[config.mk]
export PLATFORM = sky130hd
export DESIGN_NAME = weight_loader
export DESIGN_NICKNAME = d
export VERILOG_FILES = /design/src/rtl/wload_pkg.sv /design/src/rtl/wload_row_buf.sv /design/src/rtl/weight_loader.sv
export SDC_FILE = /design/constraint.sdc
export NUM_CORES = 1
export LEC_CHECK = 0
export ABC_AREA = 1
export CAP_MARGIN = 25
export CELL_PAD_IN_SITES_DETAIL_PLACEMENT = 0
export CELL_PAD_IN_SITES_GLOBAL_PLACEMENT = 1
export CORE_MARGIN = 5
export CORE_UTILIZATION = 45
export DETAILED_ROUTE_END_ITERATION = 6
export GPL_TIMING_DRIVEN = 0
export PLACE_DENSITY = 0.91
export SYNTH_ARGS = -nofsm -noshare
export SYNTH_HDL_FRONTEND = slang
export SYNTH_SLANG_ARGS = --single-unit
[constraint.sdc]
create_clock -name clk -period 3.9 [get_ports clk]
set_clock_uncertainty 0.15 [all_clocks]
set_input_delay 0.78 -clock clk [delete_from_list [all_inputs] [get_ports clk]]
set_output_delay 0.78 -clock clk [all_outputs]
set_load 0.02 [all_outputs]
[src/rtl/wload_pkg.sv]
// Shared types and default sizing for the systolic-array weight loader.
package wload_pkg;

  localparam int unsigned DEF_ARRAY_DIM = 4;
  localparam int unsigned DEF_W_W       = 8;
  localparam int unsigned DEF_PSUM_W    = 16;

  typedef enum logic [1:0] {
    FILL      = 2'd0,
    WAIT_IDLE = 2'd1,
    SHIFT     = 2'd2,
    DONE      = 2'd3
  } wload_state_e;

  typedef logic [DEF_ARRAY_DIM-1:0][DEF_W_W-1:0] wload_row_t;

endpackage

[src/rtl/wload_row_buf.sv]
// Staging register file: DEPTH rows of WIDTH bits, one write port, one indexed read.
module wload_row_buf
  import wload_pkg::*;
#(
  parameter int unsigned DEPTH = DEF_ARRAY_DIM,
  parameter int unsigned WIDTH = DEF_ARRAY_DIM * DEF_W_W,
  parameter int unsigned IDX_W = 2
) (
  input  logic             clk,
  input  logic             reset_n,
  input  logic             wr_en,
  input  logic [IDX_W-1:0] wr_idx,
  input  logic [WIDTH-1:0] wr_data,
  input  logic [IDX_W-1:0] rd_idx,
  output logic [WIDTH-1:0] rd_data
);

  logic [WIDTH-1:0] mem [DEPTH];

  always_ff @(posedge clk or negedge reset_n) begin
    if (!reset_n) begin
      for (int unsigned i = 0; i < DEPTH; i++) begin
        mem[i] <= '0;
      end
    end else if (wr_en) begin
      mem[wr_idx] <= wr_data;
    end
  end

  assign rd_data = mem[rd_idx];

endmodule

[src/rtl/weight_loader.sv]
// Weight-load sequencer: buffers ARRAY_DIM rows, then shifts them bottom-row-first
// down the array psum chain. Define WLOAD_DOUBLE_BUF_EN for ping-pong staging banks.
module weight_loader
  import wload_pkg::*;
#(
  parameter int unsigned ARRAY_DIM = DEF_ARRAY_DIM,
  parameter int unsigned W_W       = DEF_W_W,
  parameter int unsigned PSUM_W    = DEF_PSUM_W
) (
  input  logic                        clk,
  input  logic                        reset_n,
  input  logic                        s_valid,
  output logic                        s_ready,
  input  logic [ARRAY_DIM*W_W-1:0]    s_data,
  input  logic                        array_idle,
  output logic [ARRAY_DIM*PSUM_W-1:0] psum_top,
  output logic                        en_weight_pass,
  output logic [ARRAY_DIM-1:0]        en_weight_capture,
  output logic                        load_done,
  output logic                        busy
);

  localparam int unsigned ROW_W = ARRAY_DIM * W_W;
  localparam int unsigned IDX_W = (ARRAY_DIM > 1) ? $clog2(ARRAY_DIM) : 1;
  localparam int unsigned CNT_W = $clog2(ARRAY_DIM + 1);

  localparam logic [IDX_W-1:0] LAST_IDX = IDX_W'(ARRAY_DIM - 1);
  localparam logic [CNT_W-1:0] FULL_CNT = CNT_W'(ARRAY_DIM);
  localparam logic [CNT_W-1:0] LAST_CNT = CNT_W'(ARRAY_DIM - 1);

  localparam logic [1:0] ST_FILL  = 2'(FILL);
  localparam logic [1:0] ST_WAIT  = 2'(WAIT_IDLE);
  localparam logic [1:0] ST_SHIFT = 2'(SHIFT);
  localparam logic [1:0] ST_DONE  = 2'(DONE);

  logic [1:0]                  state;
  logic [CNT_W-1:0]            row_cnt;
  logic [IDX_W-1:0]            shift_cnt;
  logic                        accept;
  logic                        last_row;
  logic                        go_wait;
  logic [IDX_W-1:0]            wr_idx;
  logic [IDX_W-1:0]            rd_idx;
  logic [ROW_W-1:0]            rd_row;
  logic [ARRAY_DIM*PSUM_W-1:0] psum_next;

  assign accept   = s_valid & s_ready;
  assign last_row = accept && (row_cnt == LAST_CNT);
  assign wr_idx   = row_cnt[IDX_W-1:0];
  assign rd_idx   = LAST_IDX - shift_cnt;

`ifdef WLOAD_DOUBLE_BUF_EN
  logic             fill_bank;
  logic [ROW_W-1:0] rd_row0;
  logic [ROW_W-1:0] rd_row1;

  // row_cnt tracks the fill bank only, so filling continues while the other bank shifts
  assign s_ready = (row_cnt < FULL_CNT);
  assign go_wait = ((state == ST_FILL) || (state == ST_DONE)) &&
                   ((row_cnt == FULL_CNT) || last_row);

  wload_row_buf #(.DEPTH(ARRAY_DIM), .WIDTH(ROW_W), .IDX_W(IDX_W)) u_bank0 (
    .clk     (clk),
    .reset_n (reset_n),
    .wr_en   (accept && !fill_bank),
    .wr_idx  (wr_idx),
    .wr_data (s_data),
    .rd_idx  (rd_idx),
    .rd_data (rd_row0)
  );

  wload_row_buf #(.DEPTH(ARRAY_DIM), .WIDTH(ROW_W), .IDX_W(IDX_W)) u_bank1 (
    .clk     (clk),
    .reset_n (reset_n),
    .wr_en   (accept && fill_bank),
    .wr_idx  (wr_idx),
    .wr_data (s_data),
    .rd_idx  (rd_idx),
    .rd_data (rd_row1)
  );

  assign rd_row = fill_bank ? rd_row0 : rd_row1;

  always_ff @(posedge clk or negedge reset_n) begin
    if (!reset_n) begin
      fill_bank <= 1'b0;
    end else if (go_wait) begin
      fill_bank <= ~fill_bank;
    end
  end
`else
  assign s_ready = (state == ST_FILL) && (row_cnt < FULL_CNT);
  assign go_wait = (state == ST_FILL) && last_row;

  wload_row_buf #(.DEPTH(ARRAY_DIM), .WIDTH(ROW_W), .IDX_W(IDX_W)) u_bank0 (
    .clk     (clk),
    .reset_n (reset_n),
    .wr_en   (accept),
    .wr_idx  (wr_idx),
    .wr_data (s_data),
    .rd_idx  (rd_idx),
    .rd_data (rd_row)
  );
`endif

  always_ff @(posedge clk or negedge reset_n) begin
    if (!reset_n) begin
      row_cnt <= '0;
    end else if (go_wait) begin
      row_cnt <= '0;
    end else if (accept) begin
      row_cnt <= row_cnt + CNT_W'(1);
    end
  end

  always_ff @(posedge clk or negedge reset_n) begin
    if (!reset_n) begin
      state     <= ST_FILL;
      shift_cnt <= '0;
    end else begin
      case (state)
        ST_FILL: begin
          if (go_wait) state <= ST_WAIT;
        end
        ST_WAIT: begin
          if (array_idle) begin
            state     <= ST_SHIFT;
            shift_cnt <= '0;
          end
        end
        ST_SHIFT: begin
          if (shift_cnt == LAST_IDX) state <= ST_DONE;
          else                       shift_cnt <= shift_cnt + IDX_W'(1);
        end
        ST_DONE: begin
          state <= go_wait ? ST_WAIT : ST_FILL;
        end
        default: state <= ST_FILL;
      endcase
    end
  end

  always_comb begin
    psum_next = '0;
    if (state == ST_SHIFT) begin
      for (int unsigned c = 0; c < ARRAY_DIM; c++) begin
        psum_next[c*PSUM_W +: PSUM_W] = PSUM_W'(rd_row[c*W_W +: W_W]);
      end
    end
  end

  // Outputs are registered copies of the current-state decode, one cycle behind state
  always_ff @(posedge clk or negedge reset_n) begin
    if (!reset_n) begin
      psum_top          <= '0;
      en_weight_pass    <= 1'b0;
      en_weight_capture <= '0;
      load_done         <= 1'b0;
      busy              <= 1'b0;
    end else begin
      psum_top          <= psum_next;
      en_weight_pass    <= (state == ST_SHIFT);
      en_weight_capture <= ((state == ST_SHIFT) && (shift_cnt == LAST_IDX)) ? '1 : '0;
      load_done         <= (state == ST_DONE);
      busy              <= (state != ST_FILL);
    end
  end

endmodule

==> results of run 1 <==
worst max-delay path, delay by kind of cell, from the launching register on:
family / cells / cell delay [ns]
and+or+nand+nor: 1 / 0.13
DFF: 1 / 0.41
adders and majority gates: 1 / 0.23
buffers and inverters: 3 / 0.83
cells by family (layout without fill, tap and decap cells):
| kind of cell | after synthesis | after routing | share of synthesized area |
|---|---|---|---|
| compound gates | 231 | 231 | 0.171 |
| fa+ha+maj | 12 | 12 | 0.0193 |
| buf+inv | 169 | 277 | 0.113 |
| flops | 171 | 171 | 0.551 |
| other cells | 1 | 32 | 0.000483 |
| simple gates | 281 | 281 | 0.146 |
cells in the final DEF, fill, tap and decap left out, types with 3 or more instances in the layout:
master,count
buf_1,3
clkbuf_1,21
o211ai_1,65
a21oi_1,34
ha_1,12
buf_6,8
clkbuf_16,17
inv_2,3
buf_2,15
clkinv_4,6
o21ai_0,98
buf_4,43
inv_1,76
dfrtp_1,171
nor2_4,3
nand2_1,267
clkdlybuf4s50_1,74
inv_6,4
o21ai_1,32
conb_1,32
power by group through the flow:
stage | combinational [mW] | sequential (mW) | clock [mW]
2_1_floorplan | 0.0515 | 1.81 | 0
3_3_place_gp | 0.142 | 1.81 | 0
3_5_place_dp | 0.146 | 1.81 | 0
4_1_cts | 0.147 | 1.77 | 1.73
5_1_grt | 0.161 | 1.77 | 1.81
6_report | 0.146 | 1.77 | 1.70
metrics by stage:
stage | setup WS, ns | power (mW) | cell area, µm²
floorplan | 2.03 | 1.86 | 7880
global placement | -5.17 | 1.95 | 8910
detailed placement | 1.37 | 1.95 | 8950
CTS | 0.891 | 3.65 | 9550
global route | 0.803 | 3.74 | 9550
finish | 0.937 | 3.62 | 9550
area by class of cell:
type                            count  area, µm²  area share
Sequential cell                   171       4280       0.448
Multi-Input combinational cell    556       2730       0.286
Timing Repair Buffer               76        783      0.0820
Buffer                             90        578      0.0605
Clock buffer                       18        439      0.0460
Inverter                           79        297      0.0311
Tap cell                          225        282      0.0295
Clock inverter                     14        163      0.0170
per-layer routing:
metal	GRT usage	wire length [µm]	up-vias
met1	0.277	8780	2911
met3	0.0438	1140	26
met4	0.0607	312	0
li1	-	-	3002
met5	0	0	-
met2	0.325	9080	173
final timing paths:
check | from | to | slack, ns
min in group clk | u_bank0.mem[67] | u_bank0.mem[67] | 0.33
max in group asynchronous | reset_n | u_bank0.mem[18] | 2.54
min | reset_n | u_bank0.mem[37] | 0.18
max | state[0] | s_ready | 0.94
min reg2reg | u_bank0.mem[67] | u_bank0.mem[67] | 0.33
max reg2reg | state[0] | u_bank0.mem[119] | 1.81
registers in the layout, indices dropped and copies added, names as in the netlist:
name               count
row_cnt                3
u_bank0.mem          128
psum_top              32
en_weight_pass         1
busy                   1
load_done              1
shift_cnt              2
en_weight_capture      1
state                  2
==> metrics.txt, run 1 <==
WS Path Type flip-flop to primary output; synth warn 0; Max-Cap Viols 0; Mapped Avg Cell Area around 9 µm²; DR vias/cell 4.97; Rows 48; Hold WC Path Type primary input to async pin; non-filler cells, final between 1000 and 1500; via count 6112; worst reg2reg path depth 8; Clk Latency, worst-skew pair between 0.4 and 0.5 ns; die width approximately 140 µm; Clk pin slew, worst setup/hold paths 0.07 ns; ANT nets after route 0; Routed WL ~19 mm; fillers roughly 1600; Post-CTS Hold Buffers 0; CP max FO 4; CP max stage cell clkdlybuf4s50_1; Sequential Power Share 0.490; root buf cell clkbuf_16; Setup violations, final 0; switching power total between 0.8 and 0.9 mW; Post-Synthesis Cells ~870; fin util 0.558; Synth Cell Area around 7800 µm²; Layout area overhead 23.0%; P_int 2.80 mW; TritonCTS Buffers 17; global-route wire length before repair approximately 32 mm; clock period minus worst slack 2.96 ns; H-tree depth 4; pin count of the biggest net entering global routing between 90 and 100; GP Congestion roughly 0.8; relative slew slack 0.563; DP Cell Count around 1200; core area about 17000 µm²; Cell variety after synth 24; WL/cell between 15 and 20 µm; # DRC 0; Sink Count around 170; Setup TNS 0 ns; period utilization 0.760; CTS max path bufs 2; die height between 100 and 150 µm; static leakage ~4.7 nW; PD cells between 300 and 400 nW/µm²; unrepaired setup endpoints after global routing no; Comb power frac 0.040; synth cell count leaders 267 x nand2_1, 171 x dfrtp_1, 98 x o21ai_0; Post-synth EDFFs 0; status complete, no violations; crit path capture type primary output; cell taking the most area after synthesis dfrtp_1; cell with the most instances after synthesis nand2_1; Switching Share 0.226; CTS tree built; slowest stage delay, CP 0.62 ns; FF+latch count, synth about 170; Synth top area share 0.551; TritonRoute pass-1 iters 5; initial antenna violation count 0; post-CTS sizing 0; share of layout cells above drive strength 1 0.113; worst hold slack between 0.15 and 0.2 ns; total track usage 0.202; vias in the first global route approximately 6100; critical path launch point type flip-flop; number of I/O pins 108; CP Cell Sequence inv_1, ha_1, inv_2, nor2_4, clkdlybuf4s50_1; die area roughly 20000 µm²; Detailed Place HPWL 12.8 mm; top cells by area, synth dfrtp_1 55%, nand2_1 13%, o21ai_0 6.3%; Worst EP required between 2 and 3 ns; gr ovfl total 0; Clock Power Share 0.470; CP arrival about 2.0 ns; Post-CTS Setup Inserts 0; worst slew pin tran around 0.65 ns; Final Hold Viols 0; Post-synth top flop dfrtp_1; diode count 0; Slew Limit Fails 0; initial detailed-routing violation count ~520; Max Clk Rate about 340 MHz; ys async rst share 1.00; Starting Density 0.454; Final #Nets just over 1000; register area share after synthesis 0.551; IO Port Bufs 75; VDD IR max around 0.33 mV
(Power assumes the default switching activity.)
==> inputs of run 2 (changes only) <==
--- a/config.mk
+++ b/config.mk
@@ -10,10 +10,10 @@
 export CELL_PAD_IN_SITES_DETAIL_PLACEMENT = 0
 export CELL_PAD_IN_SITES_GLOBAL_PLACEMENT = 1
 export CORE_MARGIN = 5
-export CORE_UTILIZATION = 45
+export CORE_UTILIZATION = 38
 export DETAILED_ROUTE_END_ITERATION = 6
 export GPL_TIMING_DRIVEN = 0
-export PLACE_DENSITY = 0.91
+export PLACE_DENSITY = 0.83
 export SYNTH_ARGS = -nofsm -noshare
 export SYNTH_HDL_FRONTEND = slang
 export SYNTH_SLANG_ARGS = --single-unit
==> constraint.sdc (replaced) <==
create_clock -name clk -period 2.7 [get_ports clk]
set_clock_uncertainty 0.15 [all_clocks]
set_input_delay 0.54 -clock clk [delete_from_list [all_inputs] [get_ports clk]]
set_output_delay 0.54 -clock clk [all_outputs]
set_load 0.02 [all_outputs]
==> run 2 against run 1 <==
  * First-iteration DRC count shrank 5.4%
  * The run now ends with hold timing left
  * Global-route usage shrank 2.7 points
  * Routed wire length grew 4.2%
  * Sequential cell count is the same
  * Largest power group unchanged
  * Die area grew 17%
  * Via count grew 0.29%
  * Worst setup slack lost 0.67 ns
  * Cell area grew 0.46%
==> metrics.txt, run 2 (synthesized netlist as in run 1, its figures left out) <==
Routed WL 20.1 mm (+4.2%); core area 20200 µm² (+18%); crit path capture type primary output; vias in the first global route 6080 (-0.43%); Max-Cap Viols 0 (unchanged); CTS tree built; Layout area overhead 23.5%; Hold WC Path Type primary input to async pin; Reg with most FFs u_bank0.mem; global-route wire length before repair 32.6 mm (+2.2%); Final Hold Viols 6 (+6); Detailed Place HPWL 13.4 mm (+4.2%); period utilization 0.900; post-place instance area 9000 µm² (+0.63%); WS Path Type flip-flop to primary output; fillers 1984 (+25%); fin area 9590 µm² (+0.46%); Sink Count 171 (unchanged); Clock Power Share 0.469 (about the same); share of layout cells above drive strength 1 0.110 (-0.00299); switching power total 1.14 mW (+39%); most common cell after layout, fill and taps aside nand2_1; Sequential Power Share 0.491 (about the same); failing checks hold timing; pin count of the biggest net entering global routing 105 (+13%); Post-CTS Hold Buffers 0 (unchanged); Final #Nets 1039 (unchanged); Switching Share 0.218 (-0.00814); total power 5.22 mW (+44%); Max Clk Rate just over 400 MHz; CP max FO 4 (unchanged); Worst EP required 2.01 ns (-0.96 ns); slack of the worst reg-to-reg path 0.61 ns (-1.20 ns); gr ovfl total 0 (unchanged); critical path launch point type flip-flop; max FFs per register 128 (unchanged); number of I/O pins 108 (unchanged); CP arrival 1.74 ns (-0.29 ns); FF+latch area 4280 µm² (unchanged); die area 23400 µm² (+17%); Setup TNS 0 ns (unchanged); biggest regs u_bank0.mem: 128 flops, psum_top: 32 flops, row_cnt: 3 flops; GP Congestion 0.813 (-1.3%); die width 153 µm (+8.2%); initial antenna violation count 0 (unchanged); worst slew pin tran 0.798 ns (+0.143 ns); clock period minus worst slack around 2.4 ns; die height 153 µm (+8.2%); relative slew slack 0.468 (-0.0956); most frequent cells in the layout 267 x nand2_1, 171 x dfrtp_1, 98 x o21ai_0; IO Port Bufs 75 (unchanged); worst hold slack -0.0227 ns (-0.205 ns); Clk pin slew, worst setup/hold paths 0.06 ns (about the same); VDD IR max 0.413 mV (+25%); CTS max path bufs 2 (unchanged); PD cells 544 nW/µm² (+43%); via count 6130 (+0.29%); unrepaired setup endpoints after global routing no; Starting Density 0.385 (-0.0687); Slew Limit Fails 0 (unchanged); WL/cell 15.8 µm (+0.56%); P_int 4.08 mW (+46%); root buf cell clkbuf_16; Setup violations, final 0 (unchanged); ANT nets after route 0 (unchanged); Multi-input gate area 2730 µm² (unchanged); TritonRoute pass-1 iters 5 (unchanged); TritonCTS Buffers 17 (unchanged); DR vias/cell 4.81 (-3.2%); diode count 0 (unchanged); static leakage 4.67 nW (-0.15%); status finished with violations; # DRC 0 (unchanged); Comb power frac 0.040 (about the same); Rows 52 (+8.3%); initial detailed-routing violation count 488 (-5.4%); Clk Latency, worst-skew pair 0.43 ns (about the same); H-tree depth 4 (unchanged); total track usage 0.175 (-0.0273)
## run 2: cell types whose count changed in the layout (fill, tap and decap cells not counted)
cell,change
clkbuf_8,+2
clkinv_2,+1
clkdlybuf4s50_1,-1
clkbuf_1,+3
clkinv_4,-5
dlygate4sd2_1,+1
clkinvlp_4,+2
inv_6,-3
## run 2: worst max-delay path, stage by stage, from the launching register on
cell and delay, ns:
dfrtp_1 0.41, inv_1 0.14, ha_1 0.22, inv_2 0.07, nor2_4 0.12, dlygate4sd2_1 0.36
## run 2: final timing paths
check,cells past startpoint,to,start
setup / recovery,5,s_ready,state[0]
hold / removal,1,u_bank0.mem[71],reset_n
setup reg to reg,8,u_bank0.mem[126],state[0]
hold reg to reg,2,u_bank0.mem[67],u_bank0.mem[67]
max in group asynchronous,2,u_bank0.mem[88],reset_n
min in group clk,2,u_bank0.mem[67],u_bank0.mem[67]
## run 2: repair_timing
action	in CTS	in global routing
setup endpoints to repair	1	0
resized for setup	1	0
setup buffers	0	0
## run 2: through the flow
step	util	std cells	setup WS [ns]	hold slack, ns
floorplan	-	896	0.863	0.0944
CTS	0.476	1274	0.229	0.0395
global route	0.476	1274	0.150	0.0562
detailed placement	0.446	1242	0.419	0.317
finish	0.476	1274	0.269	-0.0227
global placement	0.445	1241	-6.26	0.309
## run 2: layout make-up
| type | count | area share |
|---|---|---|
| Tap cell | 270 | 0.0352 |
| Inverter | 79 | 0.0309 |
| Clock inverter | 9 | 0.0117 |
| Sequential cell | 171 | 0.446 |
| Timing Repair Buffer | 76 | 0.0815 |
| Multi-Input combinational cell | 556 | 0.284 |
| Clock buffer | 23 | 0.0498 |
| Buffer | 90 | 0.0603 |
## run 2: power by group through the flow
stage                     sequential, mW  combinational (mW)  clock, mW
final                               2.56               0.210       2.45
after global routing                2.56               0.233       2.61
after CTS                           2.56               0.212       2.48
after detailed placement            2.61               0.212          0
after global placement              2.61               0.207          0
after floorplan                     2.61              0.0744          0
## run 2: layer usage
metal  up-vias  part of all wire  global-route usage
met2       176              0.46               0.273
met4         0             0.013              0.0424
met1      2939              0.48               0.250
met3        22             0.052              0.0396
li1       2993                 -                   -
met5         -                 0                   0
==> inputs of run 3 (changes only) <==
--- a/config.mk
+++ b/config.mk
@@ -6,11 +6,9 @@
 export NUM_CORES = 1
 export LEC_CHECK = 0
 export ABC_AREA = 1
-export CAP_MARGIN = 25
-export CELL_PAD_IN_SITES_DETAIL_PLACEMENT = 0
-export CELL_PAD_IN_SITES_GLOBAL_PLACEMENT = 1
+export CAP_MARGIN = 5
 export CORE_MARGIN = 5
-export CORE_UTILIZATION = 38
+export CORE_UTILIZATION = 50
 export DETAILED_ROUTE_END_ITERATION = 6
 export GPL_TIMING_DRIVEN = 0
 export PLACE_DENSITY = 0.83
==> run 3 against run 2 <==
  * The run now ends clean
  * Final cell count decreased by 6.4%
  * Register-to-register slack about the same
  * Routed wire length decreased by 4.1%
  * First-iteration DRC count increased by 19%
  * Sequential power about the same
  * Combinational power about the same
  * Total power decreased by 1.9%
  * Critical path type unchanged
==> metrics.txt, run 3 (synthesized netlist as in run 1, its figures left out) <==
GP Congestion 0.820 (+0.84%); WS Path Type flip-flop to primary output; initial detailed-routing violation count 582 (+19%); max FFs per register 128 (unchanged); diode count 0 (unchanged); Detailed Place HPWL 12.9 mm (-3.3%); die area 18100 µm² (-23%); Final Hold Viols 0 (-6); CTS tree built; fin area 9480 µm² (-1.1%); Hold Path Cell Cnt 2; CP arrival 1.74 ns (about the same); Worst EP required 2.01 ns (about the same); share of layout cells above drive strength 1 0.111 (+0.00188); Sink Count 171 (unchanged); critical path launch point type flip-flop; non-filler cells, final 1193 (-6.4%); most common cell after layout, fill and taps aside nand2_1; Clock Power Share 0.459 (-0.010); unrepaired setup endpoints after global routing no; IO Port Bufs 75 (unchanged); Layout area overhead 22.1%; WL/cell 16.2 µm (+2.4%); period utilization 0.900 (about the same); static leakage 4.68 nW (+0.21%); status complete, no violations; relative slew slack 0.579 (+0.112); met3 Use GR 0.0533 (+0.0137); Routed WL 19.3 mm (-4.1%); Rows 45 (-13%); CP max FO 4 (unchanged); PD cells 540 nW/µm² (-0.74%); clock period minus worst slack 2.43 ns (-0.000674 ns); gr ovfl total 0 (unchanged); total power 5.12 mW (-1.9%); TritonRoute pass-1 iters 5 (unchanged); # DRC 0 (unchanged); Final #Nets 1040 (+0.096%); ANT nets after route 0 (unchanged); met2 usage 0.350 (+0.0768); Post-CTS Setup Inserts 0 (unchanged); root buf cell clkbuf_16; crit path capture type primary output; met1 GRT Util 0.292 (+0.0423); Starting Density 0.511 (+0.126); fillers 1227 (-38%); biggest regs u_bank0.mem: 128 flops, psum_top: 32 flops, row_cnt: 3 flops; post-place instance area 8900 µm² (-1.1%); DP Cell Count 1160 (-6.6%); total track usage 0.220 (+0.0445); number of I/O pins 108 (unchanged); most frequent cells in the layout 267 x nand2_1, 171 x dfrtp_1, 98 x o21ai_0; Top Usage Layer GRT met2; Slew Limit Fails 0 (unchanged); P_int 4.01 mW (-1.8%); vias in the first global route 6362 (+4.6%); worst reg2reg path depth 8 (unchanged); core area 15200 µm² (-25%); Max-Cap Viols 0 (unchanged); Switching Share 0.217 (-0.000271); switching power total 1.11 mW (-2.0%); die width 135 µm (-12%); pin count of the biggest net entering global routing 98 (-6.7%); global-route wire length before repair 31.6 mm (-3.2%); worst slew pin tran 0.631 ns (-0.167 ns); Hold WC Path Type flip-flop to flip-flop; Reg with most FFs u_bank0.mem; Clk pin slew, worst setup/hold paths 0.06 ns (about the same); Setup violations, final 0 (unchanged); Sequential Power Share 0.500 (+0.009); Max Clk Rate 412 MHz (about the same); H-tree depth 4 (unchanged); VDD IR max 0.478 mV (+16%); die height 135 µm (-12%); DR vias/cell 5.34 (+11%); TritonCTS Buffers 17 (unchanged); Comb power frac 0.041 (about the same); Clk Latency, worst-skew pair 0.43 ns (about the same); CTS max path bufs 2 (unchanged); via count 6367 (+3.9%); initial antenna violation count 0 (unchanged)
run 3: changes by cell type in the layout (fill, tap and decap cells not counted), sizes merged:
cell         delta
clkinv          +5
clkinvlp        -2
bufinv          -1
clkbuf          -1
dlygate4sd3     +1
inv             -1
run 3: final timing paths:
path | startpoint | to | slack, ns
worst min register to register | u_bank0.mem[71] | u_bank0.mem[71] | 0.33
worst min-delay path | u_bank0.mem[71] | u_bank0.mem[71] | 0.33
max in group asynchronous | reset_n | u_bank0.mem[21] | 1.00
min in group asynchronous | reset_n | psum_top[5] | 0.53
worst max register to register | state[0] | u_bank0.mem[38] | 0.62
worst max-delay path | state[0] | s_ready | 0.27
run 3: layer usage:
metal	vias to the layer above	part of all wire
met5	-	0
li1	2985	-
met2	261	0.49
met1	3077	0.41
met3	44	0.075
met4	0	0.021
run 3: worst max-delay path: stages, from the launching register on:
cell and delay (ns):
dfrtp_1 0.42, inv_1 0.14, ha_1 0.22, inv_2 0.06, nor2_4 0.12, dlygate4sd2_1 0.35
run 3: through the flow:
stage / TNS [ns] / utilization / setup WS [ns] / hold WS [ns]
after floorplan: 0 / - / 0.863 / 0.0944
after global placement: -1021.41 / 0.583 / -5.99 / 0.309
after detailed placement: 0 / 0.585 / 0.438 / 0.316
after CTS: 0 / 0.624 / 0.242 / 0.330
after global routing: 0 / 0.624 / 0.125 / 0.348
final: 0 / 0.624 / 0.270 / 0.327
run 3: area by class of cell:
class / count / area, µm² / area share
Buffer: 90 / 578 / 0.0609
Clock buffer: 22 / 484 / 0.0511
Clock inverter: 10 / 91.3 / 0.00963
Inverter: 79 / 297 / 0.0313
Multi-Input combinational cell: 556 / 2730 / 0.288
Sequential cell: 171 / 4280 / 0.451
Tap cell: 188 / 235 / 0.0248
Timing Repair Buffer: 77 / 792 / 0.0835
run 3: timing repair:
action / in CTS / in global routing
resized for setup: 1 / 0
hold endpoints to repair: 74 / 0
endpoints found under the setup margin: 1 / 0
hold buffers: 1 / 0
run 3: power groups by stage:
stage	Clock (mW)	Sequential (mW)	Combinational [mW]
after floorplan	0	2.61	0.0744
after global placement	0	2.61	0.203
after detailed placement	0	2.61	0.208
after CTS	2.38	2.56	0.210
after global routing	2.49	2.56	0.231
final	2.35	2.56	0.210
